### config.mk
export PLATFORM = sky130hd
export DESIGN_NAME = mem_arbiter
export DESIGN_NICKNAME = d
export VERILOG_FILES = /design/src/rtl/mem_bus_pkg.sv /design/src/rtl/mem_arb_starve_ctr.sv /design/src/rtl/mem_arbiter.sv
export SDC_FILE = /design/constraint.sdc
export NUM_CORES = 1
export LEC_CHECK = 0
export CAP_MARGIN = 25
export CORE_ASPECT_RATIO = 0.9
export CORE_MARGIN = 1.5
export CORE_UTILIZATION = 35
export DETAILED_ROUTE_END_ITERATION = 8
export HOLD_SLACK_MARGIN = 0.03
export PLACE_DENSITY_LB_ADDON = 0.08
export SYNTH_ARGS = -nofsm -noshare
export SYNTH_HDL_FRONTEND = slang
export SYNTH_SLANG_ARGS = --single-unit
### constraint.sdc
create_clock -name clk -period 1.93 [get_ports clk]
set_clock_uncertainty 0.1 [all_clocks]
set_input_delay 0.2895 -clock clk [delete_from_list [all_inputs] [get_ports clk]]
set_output_delay 0.2895 -clock clk [all_outputs]
set_load 0.01 [all_outputs]
### src/rtl/mem_bus_pkg.sv
// rtl/mem_bus_pkg.sv - shared types and defaults for the memory bus arbiter
// Purpose: arbiter state encoding, default bus widths and the reset PC constant.
// Ports: none (package).
package mem_bus_pkg;

    localparam int          MEM_ADDR_W = 32;
    localparam int          MEM_DATA_W = 32;
    localparam logic [31:0] RESET_PC   = 32'h8000_0000;

    typedef enum logic [1:0] {
        IDLE    = 2'd0,
        FE_BUSY = 2'd1,
        MS_BUSY = 2'd2
    } arb_state_e;

endpackage

### src/rtl/mem_arb_starve_ctr.sv
// rtl/mem_arb_starve_ctr.sv - saturating fetch-starvation counter
// Purpose: counts mem-stage grants taken while fetch waits, saturating at limit_i.
// Ports:
//   clk, reset     clock, synchronous active-high reset
//   inc_i          count one mem-stage grant while fetch is waiting
//   clr_i          clear (fetch granted or fetch no longer requesting); wins over inc_i
//   limit_i        saturation limit
//   below_limit_o  1 while the count is still below limit_i
module mem_arb_starve_ctr
    import mem_bus_pkg::*;
(
    input  logic       clk,
    input  logic       reset,
    input  logic       inc_i,
    input  logic       clr_i,
    input  logic [3:0] limit_i,
    output logic       below_limit_o
);

    logic [3:0] count_q;

    always_ff @(posedge clk) begin
        if (reset || clr_i) begin
            count_q <= 4'd0;
        end else if (inc_i && (count_q < limit_i)) begin
            count_q <= count_q + 4'd1;
        end
    end

    assign below_limit_o = (count_q < limit_i);

endmodule

### src/rtl/mem_arbiter.sv
// rtl/mem_arbiter.sv - fetch / mem-stage arbiter for the shared memory bus
// Purpose: serialises fetch and mem-stage requests onto one bus, mem stage
//   first, with bounded fetch starvation; steers ack/data back to the owner.
// Ports:
//   clk, reset                          clock, synchronous active-high reset
//   fe_req/fe_addr -> fe_ack/fe_data    fetch read port
//   ms_req/ms_we/ms_addr/ms_be/ms_wdata -> ms_ack/ms_rdata   mem-stage port
//   bus_req/bus_we/bus_addr/bus_be/bus_wdata, bus_ack/bus_rdata   downstream bus
//   bus_err                             timeout pulse
// Optional: MEM_ARB_TIMEOUT_EN adds a bus wait timeout of TIMEOUT_CYCLES;
//   without it bus_err is tied 0 and the arbiter waits indefinitely.
module mem_arbiter
    import mem_bus_pkg::*;
#(
    parameter int ADDR_W         = MEM_ADDR_W,
    parameter int DATA_W         = MEM_DATA_W,
    parameter int FE_STARVE_MAX  = 4,
    parameter int TIMEOUT_CYCLES = 255
) (
    input  logic                clk,
    input  logic                reset,
    input  logic                fe_req,
    input  logic [ADDR_W-1:0]   fe_addr,
    output logic                fe_ack,
    output logic [DATA_W-1:0]   fe_data,
    input  logic                ms_req,
    input  logic                ms_we,
    input  logic [ADDR_W-1:0]   ms_addr,
    input  logic [DATA_W/8-1:0] ms_be,
    input  logic [DATA_W-1:0]   ms_wdata,
    output logic                ms_ack,
    output logic [DATA_W-1:0]   ms_rdata,
    output logic                bus_req,
    output logic                bus_we,
    output logic [ADDR_W-1:0]   bus_addr,
    output logic [DATA_W/8-1:0] bus_be,
    output logic [DATA_W-1:0]   bus_wdata,
    input  logic                bus_ack,
    input  logic [DATA_W-1:0]   bus_rdata,
    output logic                bus_err
);

    localparam int BE_W = DATA_W / 8;

    if (FE_STARVE_MAX < 1 || FE_STARVE_MAX > 15 ||
        TIMEOUT_CYCLES < 1 || TIMEOUT_CYCLES > 255) begin : g_param_check
        $error("mem_arbiter: FE_STARVE_MAX or TIMEOUT_CYCLES out of range");
    end

    arb_state_e        state_q;
    logic              we_q;
    logic [ADDR_W-1:0] addr_q;
    logic [BE_W-1:0]   be_q;
    logic [DATA_W-1:0] wdata_q;
    logic              drop_q;

    logic idle;
    logic busy;
    logic ms_win_d;
    logic fe_win_d;
    logic starve_below;
    logic timeout;
    logic done;

    assign idle = (state_q == IDLE);
    assign busy = !idle;

    // Mem stage is older in program order, so it wins unless fetch has
    // already been passed over FE_STARVE_MAX times in a row.
    assign ms_win_d = idle && ms_req && (!fe_req || starve_below);
    assign fe_win_d = idle && fe_req && !ms_win_d;

    mem_arb_starve_ctr u_starve (
        .clk           (clk),
        .reset         (reset),
        .inc_i         (ms_win_d && fe_req),
        .clr_i         (fe_win_d || !fe_req),
        .limit_i       (4'(FE_STARVE_MAX)),
        .below_limit_o (starve_below)
    );

`ifdef MEM_ARB_TIMEOUT_EN
    logic [7:0] to_cnt_q;

    // Held at zero in IDLE so every busy period starts counting from 0.
    always_ff @(posedge clk) begin
        if (reset || idle) begin
            to_cnt_q <= 8'd0;
        end else begin
            to_cnt_q <= to_cnt_q + 8'd1;
        end
    end

    assign timeout = busy && !reset && !bus_ack &&
                     (to_cnt_q == 8'(TIMEOUT_CYCLES - 1));
`else
    assign timeout = 1'b0;
`endif

    // A reset cycle never completes a transaction; the bus is reset with us.
    assign done = busy && !reset && (bus_ack || timeout);

    // A fetch that went away (redirect/flush) still finishes on the bus but
    // must not be acknowledged, including when it drops in the ack cycle.
    assign fe_ack   = (state_q == FE_BUSY) && done && !drop_q && fe_req;
    assign ms_ack   = (state_q == MS_BUSY) && done;
    assign bus_err  = timeout;
    assign fe_data  = timeout ? '0 : bus_rdata;
    assign ms_rdata = timeout ? '0 : bus_rdata;

    assign bus_req   = busy;
    assign bus_we    = we_q;
    assign bus_addr  = addr_q;
    assign bus_be    = be_q;
    assign bus_wdata = wdata_q;

    always_ff @(posedge clk) begin
        if (reset) begin
            state_q <= IDLE;
            drop_q  <= 1'b0;
            we_q    <= 1'b0;
            addr_q  <= '0;
            be_q    <= '0;
            wdata_q <= '0;
        end else begin
            case (state_q)
                IDLE: begin
                    drop_q <= 1'b0;
                    if (ms_win_d) begin
                        state_q <= MS_BUSY;
                        we_q    <= ms_we;
                        addr_q  <= ms_addr;
                        be_q    <= ms_be;
                        wdata_q <= ms_wdata;
                    end else if (fe_win_d) begin
                        state_q <= FE_BUSY;
                        we_q    <= 1'b0;
                        addr_q  <= fe_addr;
                        be_q    <= '1;
                        wdata_q <= '0;
                    end
                end
                FE_BUSY, MS_BUSY: begin
                    if (done) begin
                        state_q <= IDLE;
                        drop_q  <= 1'b0;
                    end else if ((state_q == FE_BUSY) && !fe_req) begin
                        drop_q <= 1'b1;
                    end
                end
                default: begin
                    state_q <= IDLE;
                end
            endcase
        end
    end

endmodule

======== Yosys cells after proc, flatten, opt, wreduce, memory -nomap -nowiden ========
Cells that the tools add are included.
storage, ports and cells
  bits in registers ....................... 76
  input bits .............................. 138
  output and inout bits ................... 137
  logic and storage cells ................. 57
operators by class
  add/subtract/negate cells ............... 1
  magnitude comparators ................... 1
  eq/ne operators ......................... 5
  multiplexer cells ....................... 15
  reductions and logical operators ........ 28
operators with widths
  kind                                                                          count
  32-bit two-way mux                                                            4
  1-bit logical AND                                                             13
  4-bit two-way mux                                                             2
  2-bit two-way mux                                                             3
  2-bit AND reduction                                                           3
  1-bit logical NOT                                                             5
  4-bit by 1-bit adder with 4-bit output, second input constant                 1
  4-bit by 3-bit less-than comparator with 1-bit output, second input constant  1
  1-bit two-way mux                                                             4
  2-bit case mux with 2 select lines                                            1
  2-bit nonzero test                                                            2
  1-bit logical OR                                                              3
  3-bit by 1-bit inequality test with 1-bit output, second input constant       1
  3-bit inequality test, second input constant                                  1
  2-bit by 1-bit equality test with 1-bit output, second input constant         1
  2-bit equality test, second input constant                                    1
  2-bit logical NOT                                                             1
  2-bit inequality test, second input constant                                  1
  1-bit case mux with 2 select lines                                            1
  2-bit OR reduction                                                            1

======== Longest topological paths before layout ========
Gate-level depths: netlist of the first run.
  depth after elaboration ................. 8
  mapped depth ............................ 8
  mapped depth without buffers ............ 5

======== Cells and area by module ========
Synthesis of the first run repeated with hierarchy kept, for this count alone.
unflattened totals
  cells, all modules ...................... 492
  area total of the unflattened synthesis .. 3965.1 um2
modules (own cells, without submodules)
  module              times used  cells an instance  area an instance (um2)  sequential area each (um2)
  mem_arbiter         1           463                3696.0                  1441.4
  mem_arb_starve_ctr  1           29                 269.0                   80.1

======== Worst setup path before layout of the first run ========
No wires, ideal clock.
  kind .................................... register to output
  start ................................... register state_q[0]
  end ..................................... output fe_ack
  arrival time ............................ 1.369 ns
  required time ........................... 1.541 ns
  path slack .............................. 0.171 ns
  stages on the path, launching flop included .. 5
  buffers on the path ..................... 0
  path through ............................ dfxtp_1 inv_1 ha_1 or3b_4 nor3_1
between the ends
  word-level cells in the longest chain between the ends .. 7
ends and longest elaborated chain
  what                                line                text
  from (decl)                         mem_arbiter.sv:50   arb_state_e state_q;
  from (signal assigned)              mem_arbiter.sv:119  state_q <= IDLE;
  from (signal assigned)              mem_arbiter.sv:130  state_q <= MS_BUSY;
  from (signal assigned)              mem_arbiter.sv:136  state_q <= FE_BUSY;
  2-bit logical NOT                   mem_arbiter.sv:65   assign idle = (state_q == IDLE);
  1-bit logical NOT                   mem_arbiter.sv:66   assign busy = !idle;
  1-bit logical AND (2 in a row)      mem_arbiter.sv:101  assign done = busy && !reset && (bus_ack || timeout);
  1-bit logical AND (*) (3 in a row)  mem_arbiter.sv:105  assign fe_ack = (state_q == FE_BUSY) && done && !drop_q && fe_req;
  to (decl)                           mem_arbiter.sv:24   output logic fe_ack,
Mark *: on every way between the ends. The rest lies on a longest branch, timed or not.

======== Final worst setup path of the first run ========
Ends and elaborated chain as after synthesis.

==> reports/qor.txt, run 1 <==
Status: finished, final reports clean
Yosys Warn Count: 0
RSZ-0062 raised after global routing: yes
Final setup viols: 0
Clock share of power: 20.2%
Hold path cells: 2
H-tree depth: 3
Crit share post-route: 97.9%
Req. time, crit path: 1540 ps
Antenna-violating nets left: 0
Num ports: 275
Setup ws final: 39.7 ps
Syn Area/Cell: 8.64 sq um
Sequential cell area fraction in the yosys report: 40.1%
Largest stage delay, worst path: 390 ps
Kind of cell adding the most delay to the critical path: simple AND/OR/NAND/NOR gates
Worst VDD drop: 0.660 mV
Std-Cell Rows: 35
TritonCTS clock tree: built
Max clock buf depth: 2
WS Path Type: reg2out
WL final: 11800 microns
Critical path's slowest cell: or3b_4
Area contributors post-synth: dfxtp_1, buf_4, a32oi_1
N_diodes: 0
Routability-driven placement congestion ratio: 0.752
Combinational Power Share: 51.9%
WHS: 383 ps
Share of the synthesized area in the top cell type: 40.1%
Number of remaining DRC errors: 0
Buf/Inv on CP: 2
Total CTS buffers: 9
First-pass GRT wire length: 18300 microns
Power Density: 1510 mW/mm^2
Synth Register Bits: 76
Leakage power: 2.06 nW
Clock latency on the worst-skew pair: 330 ps
Yosys top cell by area: dfxtp_1
Flop pwr share: 28.0%
Die Area: 0.0115 sq mm
Starting DRT DRC Count: 141
Max cap viols: 0
Slew Limit Fails: 0
Largest net degree at the start of global routing: 76
Initial antenna violation count: 0
R2R cell count: 8
Post-synthesis cell area: 0.00379 sq mm
CP max FO: 3
Port buffer count: 177
Count of cell types in the netlist: 38
Worst slew pin tran: 828 ps
Clock Sinks: 76
Cell-internal power: 5.51 mW
Share of cells above drive strength 1: 10.4%
Worst min path class: reg2reg
Net Switching: 3.04 mW
Data arrival, critical path: 1500 ps
Worst slack, placed: -363 ps
Vias in the first global route: 3600
Slew headroom: 44.8%
Die W: 113 microns
Total gr overflow: 0
CTS root buffer: clkbuf_16
Initial DRT Pass Iterations: 4
Die Height: 102 microns
Max Clk Rate: 529 MHz
Hold Violations, Final: 0
Net count, final: 688
Area delta synth->final: 49.0%
Cell chain of the critical path: inv_2 > ha_4 > or3b_4 > nor3_2 > buf_2
Startpoint Class: flop
Fin Setup TNS: 0 ps
Reg clk slew, reported paths: 60 ps
Final Critical Period: 1890 ps
Core area: 0.0104 sq mm
Initial Utilization: 36.6%
Vias/cell: 5.31
DR WL/cell: 17.3 microns
Syn Inst Count: 439
DP Wirelength: 7960 microns
Setup crit end kind: output port
Post-synth net total: 582
Worst path depth: 5
All-Layer GR Usage: 20.1%
DR vias: 3605
Switch share: 35.6%
[worst paths after layout]
check / startpoint / end / slack [ps]
max reg2reg: state_q[0] / bus_wdata[30] / 210
min: bus_wdata[13] / bus_wdata[13] / 380
max: state_q[0] / fe_ack / 40
min reg2reg: bus_wdata[13] / bus_wdata[13] / 380
[stage by stage]
stage | instance area (sq um) | power, mW | util (%) | cells
3_5_place_dp | 5320 | 6.81 | 51.3 | 662
5_1_grt | 5660 | 9.14 | 54.5 | 679
4_1_cts | 5630 | 8.58 | 54.2 | 678
6_report | 5660 | 8.55 | 54.5 | 679
3_3_place_gp | 5320 | 6.77 | 51.3 | 662
2_1_floorplan | 3790 | 4.87 | - | 439
[worst min-delay path: cells and delay by family, from the launching register on]
kind               cells  cell delay, ps
and+or+nand+nor        1              70
DFF                    1             320
AOI/OAI and AO/OA      1              50
[state kept, by name (all words and copies together) (netlist names)]
| name | flops |
|---|---|
| state_q | 2 |
| bus_we | 1 |
| bus_addr | 32 |
| u_starve.count_q | 4 |
| drop_q | 1 |
| bus_be | 4 |
| bus_wdata | 32 |
[cell usage in the layout, fill, tap and decap left out, drive strengths merged]
| cell type | count |
|---|---|
| buf | 29 |
| a21o | 1 |
| a21oi | 3 |
| a211o | 2 |
| inv | 6 |
| dlygate4sd2 | 1 |
| a311oi | 32 |
| and3 | 1 |
| nor3 | 6 |
| o21a | 1 |
| a32oi | 33 |
| or3b | 2 |
| o211ai | 1 |
| nor2 | 75 |
| mux2i | 1 |
| a31oi | 1 |
| o211a | 1 |
| clkdlybuf4s50 | 173 |
| nand4 | 1 |
| a22oi | 1 |
| nand3b | 1 |
| o32ai | 1 |
| bufinv | 1 |
| nor4 | 4 |
| clkinv | 2 |
| and2 | 1 |
| clkinvlp | 1 |
| o21ai | 33 |
| nand3 | 33 |
| or4 | 1 |
| ha | 5 |
| nand2 | 2 |
| o31ai | 2 |
| conb | 1 |
| dfxtp | 76 |
| nand2b | 2 |
| clkbuf | 12 |
| a41oi | 1 |
[layout make-up]
type	count	area [sq um]
clock inverter	4	47.5
fill	972	4720
sequential	76	1520
tap	129	161
multi-input combinational	249	1560
timing repair buffer	203	2090
clock buffer	12	256
inverter	6	22.5
[cell usage after synthesis, drive strengths merged]
| cell | count |
|---|---|
| and3 | 1 |
| ha | 5 |
| nand2b | 2 |
| nor3 | 6 |
| a32oi | 33 |
| o211a | 1 |
| o21a | 1 |
| a21oi | 3 |
| nor2 | 75 |
| or4 | 1 |
| nand2 | 2 |
| or3b | 2 |
| nand4 | 1 |
| a31oi | 1 |
| a22oi | 1 |
| o31ai | 2 |
| o21ai | 33 |
| conb | 1 |
| a41oi | 1 |
| buf | 99 |
| a311oi | 32 |
| a21o | 1 |
| mux2i | 1 |
| and2 | 1 |
| o211ai | 1 |
| a211o | 2 |
| nand3b | 1 |
| nand3 | 33 |
| inv | 6 |
| nor4 | 4 |
| o32ai | 1 |
| dfxtp | 76 |
| clkbuf | 9 |
[kinds of logic (layout without fill, tap and decap cells)]
family	after synthesis	in the layout	share of synthesized area, %
buffers and inverters	114	225	20.0
AND/OR/NAND/NOR	129	129	15.2
flip-flops	76	76	40.1
multiplexers	1	1	0.264
AO/OA/AOI/OAI	113	113	22.8
adder cells (fa/ha/maj)	5	5	1.65
other	1	1	0.0988
[metal layers]
layer	track usage [%]	vias up	routed length, microns
li1	-	1738	-
met3	9.69	19	1230
met4	5.55	0	226
met2	32.8	178	5400
met5	0	-	0
met1	23.9	1670	4900
[timing repair]
| action | in CTS | in global routing |
|---|---|---|
| endpoints found under the setup margin | 3 | 4 |
| pin swaps | 2 | 1 |
| buffers inserted | 0 | 1 |
| gates cloned | 0 | 0 |
| gates resized for setup | 14 | 5 |
| hold buffers | 0 | 0 |
[power by group through the flow]
stage / clock [mW] / combinational (mW) / sequential, mW
2_1_floorplan: 0 / 2.22 / 2.65
3_3_place_gp: 0 / 4.37 / 2.40
3_5_place_dp: 0 / 4.40 / 2.42
4_1_cts: 1.77 / 4.42 / 2.39
5_1_grt: 1.84 / 4.84 / 2.47
6_report: 1.73 / 4.44 / 2.39
Power figures use the tool's default switching activity.
==> run 2: changes to the inputs <==
--- a/config.mk
+++ b/config.mk
@@ -6,10 +6,11 @@
 export NUM_CORES = 1
 export LEC_CHECK = 0
 export CAP_MARGIN = 25
-export CORE_ASPECT_RATIO = 0.9
+export CORE_ASPECT_RATIO = 0.6
 export CORE_MARGIN = 1.5
 export CORE_UTILIZATION = 35
 export DETAILED_ROUTE_END_ITERATION = 8
+export GPL_TIMING_DRIVEN = 0
 export HOLD_SLACK_MARGIN = 0.03
 export PLACE_DENSITY_LB_ADDON = 0.08
 export SYNTH_ARGS = -nofsm -noshare
==> constraint.sdc (replaced) <==
create_clock -name clk -period 1.8 [get_ports clk]
set_clock_uncertainty 0.1 [all_clocks]
set_input_delay 0.27 -clock clk [delete_from_list [all_inputs] [get_ports clk]]
set_output_delay 0.27 -clock clk [all_outputs]
set_load 0.01 [all_outputs]
==> reports/qor.txt, run 2 (synthesis gave the netlist of run 1 again) <==
CTS root buffer: clkbuf_16
Num ports: 275
Data arrival, critical path: 1520 ps
Critical path's slowest cell: or3b_4
WS Path Type: reg2out
Worst slew pin tran: 509 ps
Failing checks: setup timing
DR vias: 4243
Hold Violations, Final: 0
Total CTS buffers: 9
Final Critical Period: 1890 ps
Total gr overflow: 0
First-pass GRT wire length: 20600 microns
Clock Sinks: 76
Port buffer count: 239
Setup crit end kind: output port
Status: finished, violations left
Most frequent cells in the layout: clkdlybuf4s50_1, buf_4, nor2_1, dfxtp_1, nand3_1
Worst min path class: in2reg
CP max FO: 3
Reg2Reg Capture Point: bus_addr[26]
Slew headroom: 66.1%
DP Wirelength: 10300 microns
Max clock buf depth: 2
Crit share post-route: 105%
Antenna-violating nets left: 0
Clock latency on the worst-skew pair: 330 ps
WHS: 227 ps
Initial antenna violation count: 0
Vias in the first global route: 4197
Number of remaining DRC errors: 0
Req. time, crit path: 1430 ps
Largest stage delay, worst path: 390 ps
Vias/cell: 5.08
Fin Setup TNS: -176 ps
RSZ-0062 raised after global routing: yes
Hold path cells: 3
Largest net degree at the start of global routing: 13
Hold Path Origin: fe_req
Max Clk Rate: 528 MHz
M1 GR Usage: 28.4%
WL final: 13600 microns
N_diodes: 0
Final setup viols: 2
Die Area: 0.0115 sq mm
Std-Cell Rows: 29
Met3 Usage GRT: 6.98%
Die Height: 83.7 microns
Initial DRT Pass Iterations: 4
Non-filler cells in the finished layout: 836
All-Layer GR Usage: 23.0%
R2R Setup Slk: 70 ps
Setup ws final: -92.4 ps
Initial Utilization: 35.9%
Met2 Use GR: 38.5%
DP Cell Count: 817
Area delta synth->final: 79.6%
Gr busiest metal: met2
DR WL/cell: 16.2 microns
Worst VDD drop: 0.726 mV
Final Util: 64.5%
Starting DRT DRC Count: 199
Core area: 0.0106 sq mm
H-tree depth: 3
Power Density: 1400 mW/mm^2
R2r startpoint: state_q[1]
Share of cells above drive strength 1: 20.9%
Cell chain of the critical path: inv_4 > ha_4 > or3b_4 > nor3_2 > buf_2
Max cap viols: 0
Net count, final: 836
Slew Limit Fails: 0
Routability-driven placement congestion ratio: 0.768
# hold bufs at CTS: 0
Reg clk slew, reported paths: 60 ps
TritonCTS clock tree: built
Commonest non-fill, non-tap cell in the layout: clkdlybuf4s50_1
Leakage power: 2.64 nW
Hold Crit Endpoint: u_starve.count_q[1]
Die W: 137 microns
Startpoint Class: flop
R2R cell count: 8
run 2: cell types whose count changed in the layout (fill, tap and decap cells not counted), sizes merged:
| cell | delta |
|---|---|
| clkbuf | +10 |
| clkdlybuf4s50 | +63 |
| clkinv | +1 |
| clkinvlp | -1 |
| buf | +74 |
| clkdlybuf4s15 | +1 |
| dlygate4sd2 | -1 |
run 2: stage by stage:
stage	setup slack [ps]	area [sq um]	power [mW]
detailed placement	-506	6360	7.39
global placement	-492	6360	7.28
floorplan	60.9	3790	5.22
CTS	-108	6730	9.39
global route	-159	6810	10.1
finish	-92.4	6810	9.54
run 2: layer usage:
layer | part of all wire, % | vias up
met5 | 0 | -
met2 | 49 | 172
li1 | - | 2041
met3 | 8.0 | 21
met1 | 42 | 2009
met4 | 1.6 | 0
run 2: how the worst max path moves through the flow:
| stage | end | startpoint | cells after the start |
|---|---|---|---|
| final | fe_ack | state_q[1] | 5 |
| after floorplan | fe_ack | state_q[0] | 4 |
| after detailed placement | fe_ack | bus_ack | 4 |
| after global placement | fe_ack | reset | 4 |
| after global routing | fe_ack | state_q[1] | 5 |
| after CTS | fe_ack | state_q[0] | 5 |
run 2: final cells by class:
cell class,count,area (sq um)
clock buffers,11,253
flip-flops and latches,76,1520
clock inverters,4,48.8
plain buffers,107,774
repair buffers,244,2420
fillers,862,3740
inverters,6,27.5
well taps,139,174
multi-input cells,249,1590
run 2: power breakdown:
| group | total, mW | internal (mW) | switching [mW] |
|---|---|---|---|
| logic | 5.10 | 2.60 | 2.50 |
| registers | 2.60 | 2.28 | 0.327 |
| clock network | 1.84 | 1.14 | 0.705 |
run 2: critical path, delay by kind of cell (launching register included):
kind,cells,cell delay [ps]
fa+ha+maj,1,150
simple gates,2,500
buf+inv,2,190
flops,1,350
run 2: repair_timing:
item                                    in CTS  in global routing
gates resized for setup                     26                 28
setup buffers                                4                  1
pin swaps                                    3                  1
endpoints found under the setup margin      63                 66
